[src/rtl/vnu.sv]
// -----------------------------------------------------------------------------
// vnu -- LDPC variable-node update unit.
//
// Accepts one channel LLR followed by DV check-to-variable messages (one per
// beat, index order 0..DV-1), then produces DV variable-to-check messages as
// one bundle: q[i] = sat(llr + sum(r) - r[i]). The hard decision is the sign
// of the full sum.
//
// Ports
//   clk        rising-edge clock
//   rst        asynchronous, active-high reset
//   en         global enable; low freezes all state and gates handshakes
//   llr_valid  channel LLR offered
//   llr        signed channel LLR (data_w)
//   llr_ready  LLR may be accepted (IDLE and en)
//   r_valid    check-to-variable message offered
//   r          signed check-to-variable message (data_w)
//   r_ready    message may be accepted (ACC and en)
//   q_valid    output bundle valid (OUT)
//   q          DV messages, slice i is q[i*data_w +: data_w]
//   q_ready    consumer accepts the bundle
//   hard       hard decision, 1 when the total is negative
//
// Handshake: a transfer happens on a rising edge where valid, ready and en
// are all high. Ready/valid outputs are functions of state and en only, so
// none of them depends combinationally on its partner's valid/ready.
// -----------------------------------------------------------------------------
module vnu #(
    parameter int DV     = 3,
    parameter int data_w = 8
) (
    input  logic                   clk,
    input  logic                   rst,
    input  logic                   en,
    input  logic                   llr_valid,
    input  logic [data_w-1:0]      llr,
    output logic                   llr_ready,
    input  logic                   r_valid,
    input  logic [data_w-1:0]      r,
    output logic                   r_ready,
    output logic                   q_valid,
    output logic [data_w*DV-1:0]   q,
    input  logic                   q_ready,
    output logic                   hard
);

    localparam int idx_w = $clog2(DV + 1);
    localparam int sum_w = data_w + idx_w + 1;

    // Symmetric saturation bounds, held at sum_w+1 bits to match the
    // difference width.
    localparam logic signed [sum_w:0] sat_max =
        $signed({{(sum_w - data_w + 2){1'b0}}, {(data_w - 1){1'b1}}});
    localparam logic signed [sum_w:0] sat_min = -sat_max;

    typedef enum logic [1:0] {
        IDLE = 2'd0,
        ACC  = 2'd1,
        CALC = 2'd2,
        OUT  = 2'd3
    } state_t;

    state_t                     state;
    state_t                     next_state;
    logic [idx_w-1:0]           cnt;
    logic signed [sum_w-1:0]    total;
    logic [data_w-1:0]          buffer [DV];
    logic signed [sum_w:0]      diff [DV];
    logic [data_w*DV-1:0]       q_calc;

    logic llr_xfer;
    logic r_xfer;
    logic q_xfer;
    logic last_r;

    assign llr_xfer = llr_valid & llr_ready;
    assign r_xfer   = r_valid & r_ready;
    assign q_xfer   = q_valid & q_ready & en;
    assign last_r   = (cnt == idx_w'(DV - 1));

    // -------------------------------------------------------------------------
    // FSM state register
    // -------------------------------------------------------------------------
    always_ff @(posedge clk or posedge rst) begin
        if (rst) begin
            state <= IDLE;
        end else if (en) begin
            state <= next_state;
        end
    end

    // -------------------------------------------------------------------------
    // FSM next state and handshake outputs
    // -------------------------------------------------------------------------
    always_comb begin
        next_state = state;
        llr_ready  = 1'b0;
        r_ready    = 1'b0;
        q_valid    = 1'b0;
        case (state)
            IDLE: begin
                llr_ready = en;
                if (llr_xfer) begin
                    next_state = ACC;
                end
            end
            ACC: begin
                r_ready = en;
                if (r_xfer && last_r) begin
                    next_state = CALC;
                end
            end
            CALC: begin
                next_state = OUT;
            end
            OUT: begin
                // The exit edge lands in IDLE, so the next LLR is taken no
                // earlier than one edge later.
                q_valid = 1'b1;
                if (q_xfer) begin
                    next_state = IDLE;
                end
            end
            default: begin
                next_state = IDLE;
            end
        endcase
    end

    // -------------------------------------------------------------------------
    // Extrinsic messages: total minus own input, clipped symmetrically so the
    // most negative code never appears on q.
    // -------------------------------------------------------------------------
    always_comb begin
        q_calc = '0;
        for (int i = 0; i < DV; i++) begin
            diff[i] = $signed({total[sum_w-1], total})
                    - $signed({{(sum_w + 1 - data_w){buffer[i][data_w-1]}}, buffer[i]});
            if (diff[i] > sat_max) begin
                q_calc[i*data_w +: data_w] = sat_max[data_w-1:0];
            end else if (diff[i] < sat_min) begin
                q_calc[i*data_w +: data_w] = sat_min[data_w-1:0];
            end else begin
                q_calc[i*data_w +: data_w] = diff[i][data_w-1:0];
            end
        end
    end

    // -------------------------------------------------------------------------
    // Datapath registers
    // -------------------------------------------------------------------------
    always_ff @(posedge clk or posedge rst) begin
        if (rst) begin
            cnt   <= '0;
            total <= '0;
            q     <= '0;
            hard  <= 1'b0;
            for (int i = 0; i < DV; i++) begin
                buffer[i] <= '0;
            end
        end else if (en) begin
            case (state)
                IDLE: begin
                    if (llr_xfer) begin
                        total <= $signed({{(sum_w - data_w){llr[data_w-1]}}, llr});
                        cnt   <= '0;
                    end
                end
                ACC: begin
                    if (r_xfer) begin
                        for (int i = 0; i < DV; i++) begin
                            if (cnt == idx_w'(i)) begin
                                buffer[i] <= r;
                            end
                        end
                        // sum_w leaves headroom for llr plus DV messages.
                        total <= total + $signed({{(sum_w - data_w){r[data_w-1]}}, r});
                        cnt   <= cnt + idx_w'(1);
                    end
                end
                CALC: begin
                    q    <= q_calc;
                    hard <= total[sum_w-1];
                end
                default: begin
                end
            endcase
        end
    end

endmodule
[config.mk]
export PLATFORM = sky130hd
export DESIGN_NAME = vnu
export DESIGN_NICKNAME = d
export VERILOG_FILES = /design/src/rtl/vnu.sv
export SDC_FILE = /design/constraint.sdc
export NUM_CORES = 1
export LEC_CHECK = 0
export ABC_CLOCK_PERIOD_IN_PS = 8500
export BUFFER_PORTS_ARGS = -buffer_cell sky130_fd_sc_hd__buf_2
export CAP_MARGIN = 0
export CORE_MARGIN = 10
export CORE_UTILIZATION = 35
export DETAILED_ROUTE_END_ITERATION = 12
export PLACE_DENSITY = 0.62
export SLEW_MARGIN = 0
export SYNTH_ARGS = -nofsm -noshare
export SYNTH_HDL_FRONTEND = slang
export SYNTH_SLANG_ARGS = --single-unit
[constraint.sdc]
create_clock -name clk -period 8.5 [get_ports clk]
set_clock_uncertainty 0.15 [all_clocks]
set_input_delay 1.7 -clock clk [delete_from_list [all_inputs] [get_ports clk]]
set_output_delay 1.7 -clock clk [all_outputs]
set_load 0.02 [all_outputs]
# After elaboration in Yosys (flattened, before gate mapping)
# Cells that the tools add are included.
# classes
muxes,19
add_sub_neg,5
n_reduce_logical,10
n_lt_le_gt_ge,6
n_eq_ne,9
n_bitwise,4
# ops
operator,count
two-way mux 8 bit,6
greater-than comparator 12 x 8 -> 1 bit (second input constant),3
less-than comparator 12 x 8 -> 1 bit (second input constant),3
subtractor 11 x 8 -> 12 bit,3
two-way mux 11 bit,2
case mux 11 bit (2 select lines),1
AND reduction 4 bit,5
adder 11 x 8 -> 11 bit,1
two-way mux 2 bit,5
!= test 2 bit (second input constant),4
case mux 2 bit (4 select lines),1
equality test 2 bit (second input constant),3
AND 1 bit,4
equality test 2 x 1 -> 1 bit (second input constant),2
zero test 2 bit,2
case mux 2 bit (2 select lines),1
two-way mux 1 bit,3
adder 2 x 1 -> 2 bit (second input constant),1
AND reduction 2 bit,1
nonzero test 2 bit,1
logical AND 1 bit,1
# totals
out_inout_bits,28
wordCells,61
input_bits,22
reg_bits,64

# Longest topological paths before layout
# Gate-level depths: netlist of the first run.
# depth
ltp_word,6
mapped_depth,12
ltp_nobuf,12

# Least setup slack after synthesis of the first run
# No wires, ideal clock.
# synth_timing
path_type,input to output
startpoint,input port en
endpoint,output port llr_ready
setup_slack_ps,4734
required_ps,6650
arrival_ps,1916
n_path_buf,0
stages,1
cell_sequence,and2_1
# synth_via
elab_chain_cells,1
# synth_lines
element,line_no,rtl
from (decl),34,"input logic en,"
two-way mux 1 bit,100,case (state)
to (decl),37,"output logic llr_ready,"
# No other way between the ends.

# Final worst setup path of the first run
# layout_timing
startpoint,input port en
endpoint,output port r_ready
# layout_via
elab_chain_cells,1
# layout_lines
element,line_no,rtl
two-way mux 1 bit,100,
to (decl),40,"output logic r_ready,"
# No other way between the ends.

==> summary.txt, run 1 <==
Global route
  • Largest net degree at the start of global routing: 65
  • Vias in the first global route: 3975
  • Initial antenna violation count: 0
  • Total track usage: ~13%
  • First-pass GRT wire length: 19400 um
  • Global route overflow: 0

Placed design
  • DP Area: 5240 um^2
  • HPWL Detailed: approximately 9200 um
  • Port Buf Inserts: 49
  • Dpl cells: 735
  • Routability Congestion: slightly below 0.9

Worst setup path
  • CP top delay family: buffers and inverters
  • CP Cell Sequence: buf_2, and2_1, buf_2
  • Crit end category: output pin
  • Crit path launch type: primary input
  • Critical Path AT: 2130 ps
  • Critical Path Max Stage Delay: 150 ps
  • Slowest CP cell: and2_1
  • Most frequent CP cell: buf_2
  • CP Data Required Time: 6650 ps
  • Critical Path Fanout Max: 6
  • Setup CP Type: in2out
  • Bufs and invs on worst path: 2

Yosys
  • Top FF cell, synth: dfrtp_1
  • Post-synth ARST share: 100%
  • Distinct cells, synth: 66
  • Mapped Area: 4810 um^2
  • #FFs+latches synth: 64
  • Post-synth EDFFs: 0
  • Avg Inst Size Synth: 9.26 um^2
  • Post-Syn Instances: 519
  • Post-Syn Nets: 595
  • Register area share after synthesis: 33.3%
  • Share of the synthesized area in the top cell type: 33.3%
  • Synth area leader: dfrtp_1
  • Synth top area cells: dfrtp_1 33%, ha_1 13%, mux2_2 5.2%
  • YS warnings: 0

Clocking
  • Clock Pin Slew Worst Setup and Hold Paths: ~50 ps
  • Clock buffer depth: 2
  • Clk_lat worst skew: roughly 330 ps
  • Post-cts sizing count: 0
  • CTS Root Cell: clkbuf_16
  • H-tree levels: 3
  • Clk sinks: 64
  • Post-CTS setup buffer count: 0
  • CTS tree: done
  • Cts hold-fix bufs: 0
  • CTS buffer count: 9

Final layout
  • Layout net count: 646
  • Util after Layout: 41.2%
  • Cell area after layout: about 5500 um^2
  • Syn-to-layout area delta: 14.5%
  • Share of cells above drive strength 1: 16.6%
  • Most common cell after layout, fill and taps aside: dfrtp_1
  • # diodes: 0
  • Layout Cells excl Fill: around 750
  • Most frequent cells in the layout: 64 x dfrtp_1, 50 x ha_1, 49 x buf_2

Timing
  • Final setup fails: 0
  • Final hold violation count: 0
  • F_max: 251 MHz
  • Final Cycle Share: 46.8%
  • RSZ-0062 raised after global routing: false
  • Slew @ Worst Pin: 816 ps
  • Final slew viol count: 0
  • Final min period: approximately 4000 ps
  • Final setup TNS: 0 ps
  • Slew headroom: 45.6%

Routing
  • Routed WL: 11800 um
  • DRC: 0
  • Iter 0 DRT Violations: 167
  • Via-to-Cell Ratio: 5.26
  • Via count: 3932
  • Drt first pass iters: 4
  • Post-route antenna net violation count: 0
  • WL/cell: 15.8 um

Die
  • Initial core utilization: 36.0%
  • DIE AREA: 18800 um^2
  • Core box area: 13300 um^2
  • Row count: 42
  • Die height: ~140 um
  • Die width: 137 um
  • Boundary Pins: 50

Outcome
  • Status: completed

Run
  • MaxCap Viol Count: 0

Worst hold path
  • HP Class: reg2reg
-- Yosys cell counts (all sizes together) (4+ instances only) --
cell     n
nand3   11
mux2    23
inv     46
a31oi    8
nor3b    4
and2     4
a21o    14
clkbuf   9
xor2    12
fa       4
nand2b   4
xnor2   16
a211oi   4
a221o    9
dfrtp   64
o21a     6
o21ai   30
mux2i   10
nor2b    6
nand2   40
ha      50
nor3    13
a21oi   29
nor2    41
-- cells by family (layout without fill, tap and decap cells) --
| group | after synthesis | after routing | synth area share [%] |
|---|---|---|---|
| simple gates | 146 | 146 | 14.9 |
| compound gates | 138 | 138 | 20.2 |
| flops | 64 | 64 | 33.3 |
| buf+inv | 56 | 109 | 4.37 |
| fa+ha+maj | 54 | 54 | 14.7 |
| mux | 33 | 33 | 7.47 |
| xor+xnor | 28 | 28 | 5.10 |
-- through the flow --
stage                     setup slack, ps  hold slack, ps
after floorplan                      4730             300
after global placement               4530             314
after detailed placement             4520             317
after CTS                            4520             330
after global routing                 4490             349
final                                4520             322
-- cell type report --
type                            instances  area [um^2]
Clock buffer                           12          256
Clock inverter                          1         5.00
Fill cell                            1345         7840
Inverter                               46          173
Multi-Input combinational cell        399         3000
Sequential cell                        64         1600
Tap cell                              176          220
Timing Repair Buffer                   50          253
-- flip-flops by register name (all words and copies together) (netlist names) --
name / cells
buffer: 24
total: 11
cnt: 2
hard: 1
q: 24
state: 2
-- layer usage --
layer / GRT usage, % / share of wire, %
met1: 15.8 / 46
met2: 21.7 / 48
met3: 3.31 / 4.8
met4: 3.45 / 1.2
met5: 0 / 0
-- tightest hold or removal path, cell delays in order, from the launching register on --
cell and delay, ps:
dfrtp_1 340, nand2_1 50, nand2_1 50
-- final timing paths --
kind                          start        to  slack [ps]  cells after the start
min reg2reg                    hard      hard         320                      2
min                            hard      hard         320                      2
min in group asynchronous       rst      hard        1450                      3
max                              en   r_ready        4520                      3
max reg2reg                total[0]     q[11]        4980                     12
max in group asynchronous       rst  total[4]        6210                      3
Power of run 1 is not shown: default switching activity piles up to over one toggle a cycle in this logic, so the estimate is an artifact.
==> run 2: changes to the inputs <==
--- a/config.mk
+++ b/config.mk
@@ -5,13 +5,13 @@
 export SDC_FILE = /design/constraint.sdc
 export NUM_CORES = 1
 export LEC_CHECK = 0
-export ABC_CLOCK_PERIOD_IN_PS = 8500
+export ABC_CLOCK_PERIOD_IN_PS = 3200
 export BUFFER_PORTS_ARGS = -buffer_cell sky130_fd_sc_hd__buf_2
 export CAP_MARGIN = 0
 export CORE_MARGIN = 10
 export CORE_UTILIZATION = 35
 export DETAILED_ROUTE_END_ITERATION = 12
-export PLACE_DENSITY = 0.62
+export PLACE_DENSITY = 0.64
 export SLEW_MARGIN = 0
 export SYNTH_ARGS = -nofsm -noshare
 export SYNTH_HDL_FRONTEND = slang
==> constraint.sdc (replaced) <==
create_clock -name clk -period 3.2 [get_ports clk]
set_clock_uncertainty 0.15 [all_clocks]
set_input_delay 0.64 -clock clk [delete_from_list [all_inputs] [get_ports clk]]
set_output_delay 0.64 -clock clk [all_outputs]
set_load 0.02 [all_outputs]
==> summary.txt, run 2 (synthesis gave the netlist of run 1 again) <==
Global route
  • Vias in the first global route: 4099 (was 3975)
  • Met1 Use GR: 17.0% (was 15.8%)
  • Total track usage: 13.4% (was 12.8%)
  • Largest net degree at the start of global routing: 28 (was 65)
  • Initial antenna violation count: 0 (unchanged)
  • Met2 Use GR: 22.1% (was 21.7%)
  • First-pass GRT wire length: 20400 um (was 19400 um)
  • Grt met3 use: 3.75% (was 3.31%)
  • Global routing's busiest layer: met2 (unchanged)
  • Global route overflow: 0 (unchanged)

Final layout
  • Layout net count: 670 (was 646)
  • Share of cells above drive strength 1: 25.5% (was 16.6%)
  • Layout Cells excl Fill: 775 (was 748)
  • Most frequent cells in the layout: 64 x dfrtp_1, 49 x buf_2, 48 x ha_1 (was 64 x dfrtp_1, 50 x ha_1, 49 x buf_2)
  • Most common cell after layout, fill and taps aside: dfrtp_1 (unchanged)
  • Layout fillers: 1277 (was 1345)
  • Syn-to-layout area delta: 23.5% (was 14.5%)
  • Cell area after layout: 5940 um^2 (was 5510 um^2)
  • Leading registers by flop count: buffer x24, q x24, total x11 (unchanged)
  • Util after Layout: 44.5% (was 41.2%)
  • # diodes: 0 (unchanged)

Timing
  • Final slew viol count: 0 (unchanged)
  • Final hold slack: 210 ps (was 322 ps)
  • Slew @ Worst Pin: 573 ps (was 816 ps)
  • RSZ-0062 raised after global routing: true (was false)
  • Final setup fails: 0 (unchanged)
  • Final min period: 3170 ps
  • Final Cycle Share: 99.1%
  • Slew headroom: 61.8% (was 45.6%)
  • Final hold violation count: 0 (unchanged)
  • F_max: 315 MHz

Die
  • DIE AREA: 18800 um^2 (unchanged)
  • Row count: 42 (unchanged)
  • Boundary Pins: 50 (unchanged)
  • Initial core utilization: 36.0% (unchanged)
  • Die width: 137 um (unchanged)
  • Die height: 137 um (unchanged)
  • Core box area: 13300 um^2 (unchanged)

Routing
  • WL/cell: 16.0 um (was 15.8 um)
  • Via count: 4057 (was 3932)
  • Routed WL: 12400 um (was 11800 um)
  • Iter 0 DRT Violations: 143 (was 167)
  • Post-route antenna net violation count: 0 (unchanged)
  • DRC: 0 (unchanged)
  • Via-to-Cell Ratio: 5.23 (was 5.26)
  • Drt first pass iters: 5 (was 4)

Worst setup path
  • Crit path launch type: register (was primary input)
  • Critical Path AT: 3290 ps (was 2130 ps)
  • CP Data Required Time: 3310 ps (was 6650 ps)
  • Crit end category: register (was output pin)
  • Critical Path Fanout Max: 7 (was 6)
  • Setup CP Type: reg2reg (was in2out)

Worst hold path
  • HP Class: in2async (was reg2reg)

Clocking
  • Clock Pin Slew Worst Setup and Hold Paths: 60 ps (was 50 ps)
  • CTS buffer count: 9 (unchanged)
  • Cts hold-fix bufs: 0 (unchanged)
  • Clock buffer depth: 2 (unchanged)
  • CTS Root Cell: clkbuf_16 (unchanged)
  • H-tree levels: 3 (unchanged)
  • Clk sinks: 64 (unchanged)
  • Clk_lat worst skew: 330 ps (about the same)
  • CTS tree: done (unchanged)

Outcome
  • Status: completed (unchanged)

Placed design
  • DP Area: 5400 um^2 (was 5240 um^2)
  • HPWL Detailed: 9590 um (was 9220 um)
  • Routability Congestion: 0.834 (was 0.877)
  • Dpl cells: 754 (was 735)
  • Port Buf Inserts: 49 (unchanged)

Run
  • MaxCap Viol Count: 0 (unchanged)
[run 2: layout make-up]
| cell class | instances | area [um^2] | area share (%) |
|---|---|---|---|
| clock inverters | 7 | 95.1 | 1.60 |
| clock buffers | 9 | 225 | 3.79 |
| well taps | 176 | 220 | 3.71 |
| multi-input cells | 399 | 3180 | 53.5 |
| repair buffers | 74 | 449 | 7.56 |
| inverters | 46 | 173 | 2.91 |
| flip-flops and latches | 64 | 1600 | 27.0 |
[run 2: repair_timing]
action / 4_1_cts / 5_1_grt
setup endpoints to repair: 16 / 21
buffers inserted: 1 / 4
pin swaps: 11 / 19
gates resized for setup: 5 / 37
[run 2: routing by layer]
| metal | wire, um | vias up |
|---|---|---|
| li1 | - | 2038 |
| met1 | 5620 | 1926 |
| met2 | 5850 | 76 |
| met3 | 745 | 17 |
| met4 | 163 | 0 |
| met5 | 0 | - |
[run 2: worst paths after layout]
| check | start | end | slack (ps) | depth (start not counted) |
|---|---|---|---|---|
| worst max-delay path | total[0] | q[6] | 30 | 13 |
| worst min-delay path | rst | q[0] | 210 | 2 |
| worst max register to register | total[0] | q[6] | 30 | 13 |
| worst min register to register | q[7] | q[7] | 320 | 1 |
| max in group asynchronous | rst | buffer[6] | 1920 | 3 |
| min in group clk | q[7] | q[7] | 320 | 1 |
[run 2: critical path: stages (launching register included)]
cell,delay [ps]
dfrtp_1,390
inv_2,70
buf_6,100
ha_4,130
inv_2,30
fa_2,360
a211oi_4,300
o31ai_2,110
a2111o_1,450
a2111oi_2,290
nand4bb_1,220
a41o_4,290
nand2_1,70
a21oi_1,140
[run 2: metrics by stage]
step           setup TNS, ps  worst slack, ps
2_1_floorplan              0             60.9
3_3_place_gp               0             10.9
3_5_place_dp            -625            -55.6
4_1_cts                    0             4.68
5_1_grt                 -825            -95.8
6_report                   0             29.2
Power of run 2 is left out for the same reason.
